## src/rtl/keypad_pkg.sv

```systemverilog
// Shared types for the keypad entry controller: scan FSM states, special key
// codes and the (row, col) to key-code mapping.
package keypad_pkg;

    typedef enum logic [1:0] {
        SCAN      = 2'd0,
        DEB_PRESS = 2'd1,
        HELD      = 2'd2,
        DEB_REL   = 2'd3
    } kp_state_e;

    localparam logic [3:0] CODE_STAR = 4'hA;
    localparam logic [3:0] CODE_HASH = 4'hB;

    // The 4x3 telephone layout gets its printed legends; any other geometry is linear.
    function automatic logic [3:0] key_code_of(input int rows, input int cols,
                                               input int r, input int c);
        logic [3:0] code;
        if (rows == 4 && cols == 3) begin
            if (r < 3)       code = 4'(r * 3 + c + 1);
            else if (c == 0) code = CODE_STAR;
            else if (c == 1) code = 4'h0;
            else             code = CODE_HASH;
        end else begin
            code = 4'(r * cols + c);
        end
        return code;
    endfunction

endpackage

```

## src/rtl/keypad_debounce_timer.sv

```systemverilog
// Stable-cycle counter shared by the press and release debounce phases;
// done is raised while the count sits at DEBOUNCE_CYCLES-1.
module keypad_debounce_timer #(
    parameter int DEBOUNCE_CYCLES = 800000
) (
    input  logic clk,
    input  logic rstn,
    input  logic clear_i,
    input  logic enable_i,
    output logic done_o
);
    localparam int CW = (DEBOUNCE_CYCLES > 1) ? $clog2(DEBOUNCE_CYCLES) : 1;

    logic [CW-1:0] count_q;
    logic [CW-1:0] count_d;

    always_comb begin
        count_d = count_q;
        if (clear_i)       count_d = '0;
        else if (enable_i) count_d = count_q + CW'(1);
    end

    always_ff @(posedge clk or negedge rstn) begin
        if (!rstn) count_q <= '0;
        else       count_q <= count_d;
    end

    assign done_o = (count_q == CW'(DEBOUNCE_CYCLES - 1));

endmodule

```

## src/rtl/keypad_entry_ctrl.sv

```systemverilog
// Matrix keypad scanner with press/release debounce, digit shift chain and
// sticky game-start flag. Define KEYPAD_STAR_CLEAR_EN to make '*' clear the digits.
module keypad_entry_ctrl
    import keypad_pkg::*;
#(
    parameter int         ROWS            = 4,
    parameter int         COLS            = 3,
    parameter int         DEBOUNCE_CYCLES = 800000,
    parameter int         DIGITS          = 2,
    parameter logic [3:0] START_CODE      = 4'hB
) (
    input  logic                         clk,
    input  logic                         rstn,
    input  logic [COLS-1:0]              keyboard_cols,
    output logic [ROWS-1:0]              keyboard_rows,
    output logic                         key_valid,
    output logic [3:0]                   key_code,
    output logic [4*DIGITS-1:0]          digits,
    output logic [$clog2(DIGITS+1)-1:0]  digit_count,
    output logic                         start_game
);
    localparam int RW  = $clog2(ROWS);
    localparam int CIW = $clog2(COLS);
    localparam int DCW = $clog2(DIGITS + 1);

    kp_state_e             state_q, state_d;
    logic [ROWS-1:0]       rows_q, rows_d;
    logic [COLS-1:0]       pat_q, pat_d;
    logic [RW-1:0]         row_idx_q, row_idx_d;
    logic [CIW-1:0]        col_idx_q, col_idx_d;
    logic                  key_valid_q, key_valid_d;
    logic [3:0]            key_code_q, key_code_d;
    logic [4*DIGITS-1:0]   digits_q, digits_d;
    logic [DCW-1:0]        count_q, count_d;
    logic                  start_q, start_d;

    logic                  tmr_clr, tmr_en, tmr_done;
    logic                  cols_onehot;
    logic [RW-1:0]         row_enc;
    logic [CIW-1:0]        col_enc;
    logic [3:0]            new_code;

    keypad_debounce_timer #(
        .DEBOUNCE_CYCLES (DEBOUNCE_CYCLES)
    ) u_timer (
        .clk      (clk),
        .rstn     (rstn),
        .clear_i  (tmr_clr),
        .enable_i (tmr_en),
        .done_o   (tmr_done)
    );

    assign cols_onehot = (keyboard_cols != '0) &&
                         ((keyboard_cols & (keyboard_cols - COLS'(1))) == '0);
    assign new_code    = key_code_of(ROWS, COLS, int'(row_idx_q), int'(col_idx_q));

    always_comb begin
        row_enc = '0;
        for (int i = 0; i < ROWS; i++) if (rows_q[i]) row_enc = RW'(i);
        col_enc = '0;
        for (int i = 0; i < COLS; i++) if (keyboard_cols[i]) col_enc = CIW'(i);
    end

    always_comb begin
        state_d     = state_q;
        rows_d      = rows_q;
        pat_d       = pat_q;
        row_idx_d   = row_idx_q;
        col_idx_d   = col_idx_q;
        key_valid_d = 1'b0;
        key_code_d  = key_code_q;
        digits_d    = digits_q;
        count_d     = count_q;
        start_d     = start_q;
        tmr_clr     = 1'b1;
        tmr_en      = 1'b0;

        case (state_q)
            SCAN: begin
                // Once the game has started the scanner parks and ignores all keys.
                if (!start_q) begin
                    if (cols_onehot) begin
                        pat_d     = keyboard_cols;
                        row_idx_d = row_enc;
                        col_idx_d = col_enc;
                        state_d   = DEB_PRESS;
                    end else begin
                        rows_d = {rows_q[ROWS-2:0], rows_q[ROWS-1]};
                    end
                end
            end
            DEB_PRESS: begin
                if (keyboard_cols != pat_q) begin
                    state_d = SCAN;
                end else if (tmr_done) begin
                    state_d     = HELD;
                    key_valid_d = 1'b1;
                    key_code_d  = new_code;
                    if (new_code == START_CODE) begin
                        start_d = 1'b1;
`ifdef KEYPAD_STAR_CLEAR_EN
                    end else if (new_code == CODE_STAR) begin
                        digits_d = '0;
                        count_d  = '0;
`endif
                    end else begin
                        digits_d = (digits_q << 4) | (4*DIGITS)'(new_code);
                        count_d  = (count_q == DCW'(DIGITS)) ? DCW'(1) : count_q + DCW'(1);
                    end
                end else begin
                    tmr_clr = 1'b0;
                    tmr_en  = 1'b1;
                end
            end
            HELD: begin
                if (keyboard_cols == '0) state_d = DEB_REL;
            end
            DEB_REL: begin
                if (keyboard_cols != '0) begin
                    state_d = HELD;
                end else if (tmr_done) begin
                    state_d = SCAN;
                end else begin
                    tmr_clr = 1'b0;
                    tmr_en  = 1'b1;
                end
            end
            default: state_d = SCAN;
        endcase
    end

    always_ff @(posedge clk or negedge rstn) begin
        if (!rstn) begin
            state_q     <= SCAN;
            rows_q      <= ROWS'(1);
            pat_q       <= '0;
            row_idx_q   <= '0;
            col_idx_q   <= '0;
            key_valid_q <= 1'b0;
            key_code_q  <= '0;
            digits_q    <= '0;
            count_q     <= '0;
            start_q     <= 1'b0;
        end else begin
            state_q     <= state_d;
            rows_q      <= rows_d;
            pat_q       <= pat_d;
            row_idx_q   <= row_idx_d;
            col_idx_q   <= col_idx_d;
            key_valid_q <= key_valid_d;
            key_code_q  <= key_code_d;
            digits_q    <= digits_d;
            count_q     <= count_d;
            start_q     <= start_d;
        end
    end

    assign keyboard_rows = rows_q;
    assign key_valid     = key_valid_q;
    assign key_code      = key_code_q;
    assign digits        = digits_q;
    assign digit_count   = count_q;
    assign start_game    = start_q;

endmodule

```

## config.mk

```make
export PLATFORM = sky130hd
export DESIGN_NAME = keypad_entry_ctrl
export DESIGN_NICKNAME = d
export VERILOG_FILES = /design/src/rtl/keypad_pkg.sv /design/src/rtl/keypad_debounce_timer.sv /design/src/rtl/keypad_entry_ctrl.sv
export SDC_FILE = /design/constraint.sdc
export NUM_CORES = 1
export LEC_CHECK = 0
export BUFFER_PORTS_ARGS = -buffer_cell sky130_fd_sc_hd__buf_4
export CAP_MARGIN = 5
export CORE_AREA = 4 4 80 120
export DETAILED_ROUTE_END_ITERATION = 16
export DIE_AREA = 0 0 84 124
export GPL_ROUTABILITY_DRIVEN = 0
export PLACE_DENSITY = 0.42
export SLEW_MARGIN = 20
export SYNTH_ARGS = -nofsm -noshare
export SYNTH_HDL_FRONTEND = slang
export SYNTH_HIERARCHICAL = 1
export SYNTH_SLANG_ARGS = --single-unit
```

## constraint.sdc

```tcl
create_clock -name clk -period 5.25 [get_ports clk]
set_input_delay 0.2625 -clock clk [delete_from_list [all_inputs] [get_ports clk]]
set_output_delay 0.2625 -clock clk [all_outputs]
set_load 0.05 [all_outputs]
```

==> qor.txt <==
Status: complete, but fails checks
Failing checks: negative hold slack
Unrepaired setup endpoints after global routing: no
Final worst clock skew: 8.04 ps
Post-synth EDFFs: 0
Worst-path clk slew: 70 ps
Library cells used by synthesis: 53
# diodes: 0
Pwr Density: 280 nW/um^2
Synth Flop Type: dfrtp_1
Clock Root Buffer: clkbuf_16
Worst Setup Start Kind: flip-flop
# DRC: 0
H-tree depth: 2
Min-delay worst type: input pin to async pin
Pin count of the biggest net entering global routing: 49
CTS buffer count: 5
Insertion delay to the later sink of the worst-skew pair: 290 ps
Die Width: 84 um
Maxcap violations: 0
Pre-antenna DRT Iters: 4
Worst vdd ir: 0.000145 V
Mapped Nets: 250
Vias: 1758
Post-route insts no fill: 370
Vias in the first global route: 1858
Fraction of layout cells with a size suffix above 1: 21.9%
Asr flop ratio synth: 100%
Overflow after GRT: 0
WS Path Type: flip-flop to flip-flop
Drt wl/cell: 14.2 um
Max FO, Critical Path: 19
Slew Limit Fails: 0
Initial core utilization: 29.3%
Worst slew pin tran: 721 ps
Max Freq: 263 MHz
I/O pin total: 25
Data required, critical path: 5430 ps
Minimum clock period: 3800 ps
Clock buffer depth: 2
HPWL Detailed: 3.75 mm
Cell area after layout: 2930 sq um
Post-Route Setup TNS: 0 ps
Leakage: 1.29 nW
Antenna viol nets, final: 0
Die Ht: 124 um
CTS tree: built
Slew HR: 51.8%
Power Total: 0.000822 W
Synth Register Bits: 48
CTS Hold Bufs: 0
Vias per std cell: 4.75
Synth warn: 6
CP Capture Type: flip-flop
Core area: 8620 sq um
GRT Util Overall: 11.0%
Final hold viol count: 12
WL final: 5.27 mm
CTS resizes: 0
Area post-placement: 2780 sq um
# clock sinks: 48
Post-Syn Area per Cell: 10.6 sq um
Worst hold slack: -12.9 ps
Post-CTS Repair Setup Buffers: 0
Initial DRC Count: 62
Syn Std Cell Area: 2520 sq um
Die Area: 10400 sq um
Critical path arrival: 3980 ps
Final critical-path share of the clock period: 72.4%
Seq/Total Area, Yosys: 47.7%
Layout fillers: 927
I/O Buffers: 24
Post-synthesis cell count: 238
Area growth syn-to-layout: 16.3%
Placed cells: 362
Rows: 42
Final setup vio count: 0
First-pass GRT wire length: 9.11 mm
Initial antenna violation count: 0
Post-layout nets: 271
==> logic make-up (layout without fill, tap and decap cells) <==
logic type | after synthesis | after routing | synth area share (%)
AND/OR/NAND/NOR | 88 | 88 | 19.9
flip-flops | 48 | 48 | 47.7
AO/OA/AOI/OAI | 40 | 40 | 10.1
buffers and inverters | 21 | 43 | 4.02
multiplexers | 18 | 18 | 8.63
XOR/XNOR | 16 | 16 | 5.56
adder cells (fa/ha/maj) | 7 | 7 | 4.07
==> layout make-up <==
class                      instances  area, sq um  share of cell area (%)
tap                              110          138                    4.69
multi-input combinational        169         1220                    41.6
sequential                        48         1200                    41.0
inverter                          10         37.5                    1.28
clock buffer                       6          139                    4.74
clock inverter                     2         10.0                   0.341
timing repair buffer              25          188                    6.40
==> flip-flops by register name, indices dropped and copies added (netlist names), 2 cells and up <==
name	flops
digit_count	2
digits	8
key_code	4
keyboard_rows	4
pat_q	3
row_idx_q	2
state_q	2
u_timer/count_q	20
==> through the flow <==
stage | util [%] | worst slack [ps]
after detailed placement | 32.3 | 1430
final | 34.0 | 1450
after floorplan | - | 2290
after CTS | 34.0 | 1420
after global routing | 34.0 | 1130
after global placement | 32.3 | 1550
==> placed cells by master, fill, tap and decap left out, types with 8 or more instances in the layout <==
cell / count
nand2_1: 15
nor2_1: 23
inv_1: 10
nor4_1: 8
buf_4: 25
xor2_1: 9
mux2_2: 10
dfrtp_1: 47
o21ai_0: 16
==> path summary, 6_finish.rpt <==
path                                    start                  end  slack, ps  cells after the start
max                        u_timer/count_q[0]  u_timer/count_q[19]       1450                     10
min                                      rstn       digit_count[1]        -10                      1
max reg2reg                u_timer/count_q[0]  u_timer/count_q[19]       1450                     10
min reg2reg                    digit_count[0]       digit_count[0]        500                      1
max in group asynchronous                rstn         col_idx_q[0]       4820                      1
min in group clk             keyboard_cols[1]             pat_q[1]        270                      3
==> cell usage after synthesis (all sizes together), types with 2 or more instances <==
library cell / count / area, sq um
nor3: 4 / 20.0
or4: 2 / 18.8
fa: 2 / 40.0
dfrtp: 47 / 1180
or3: 5 / 32.5
or4b: 2 / 20.0
a21oi: 7 / 35.0
buf: 8 / 51.3
mux2i: 3 / 30.0
mux2: 15 / 188
a21o: 3 / 22.5
nor4: 9 / 71.3
xnor2: 7 / 61.3
nand3: 6 / 35.0
nor2b: 6 / 37.5
o21a: 3 / 22.5
nand3b: 3 / 22.5
ha: 5 / 62.6
nand2: 15 / 56.3
nand2b: 2 / 12.5
o21ai: 17 / 85.1
nor2: 23 / 86.3
inv: 10 / 37.5
nand4: 6 / 43.8
clkbuf: 3 / 12.5
xor2: 9 / 78.8
==> power breakdown <==
part           leakage (nW)  internal [W]  switching (W)
combinational         0.571     0.0000376      0.0000613
sequential            0.645      0.000381      0.0000161
clock                0.0766      0.000188       0.000138
total                  1.29      0.000607       0.000215
==> routing by layer <==
| layer | vias to the layer above | global-route usage (%) | part of all wire [%] |
|---|---|---|---|
| li1 | 881 | - | - |
| met1 | 850 | 12.4 | 42 |
| met2 | 22 | 20.4 | 54 |
| met3 | 5 | 2.32 | 2.3 |
| met4 | 0 | 4.23 | 1.2 |
| met5 | - | 0 | 0 |
==> worst max-delay path, cell delays in order (launching register included) <==
cell and delay, ps:
dfrtp_1 400, ha_1 250, or4b_2 590, nor4_1 380, nand3b_1 610, buf_4 300
inv_1 160, o2111a_1 320, and4_1 240, nand3_1 90, mux2_2 330
No activity file was read; power rests on OpenSTA's default activity.
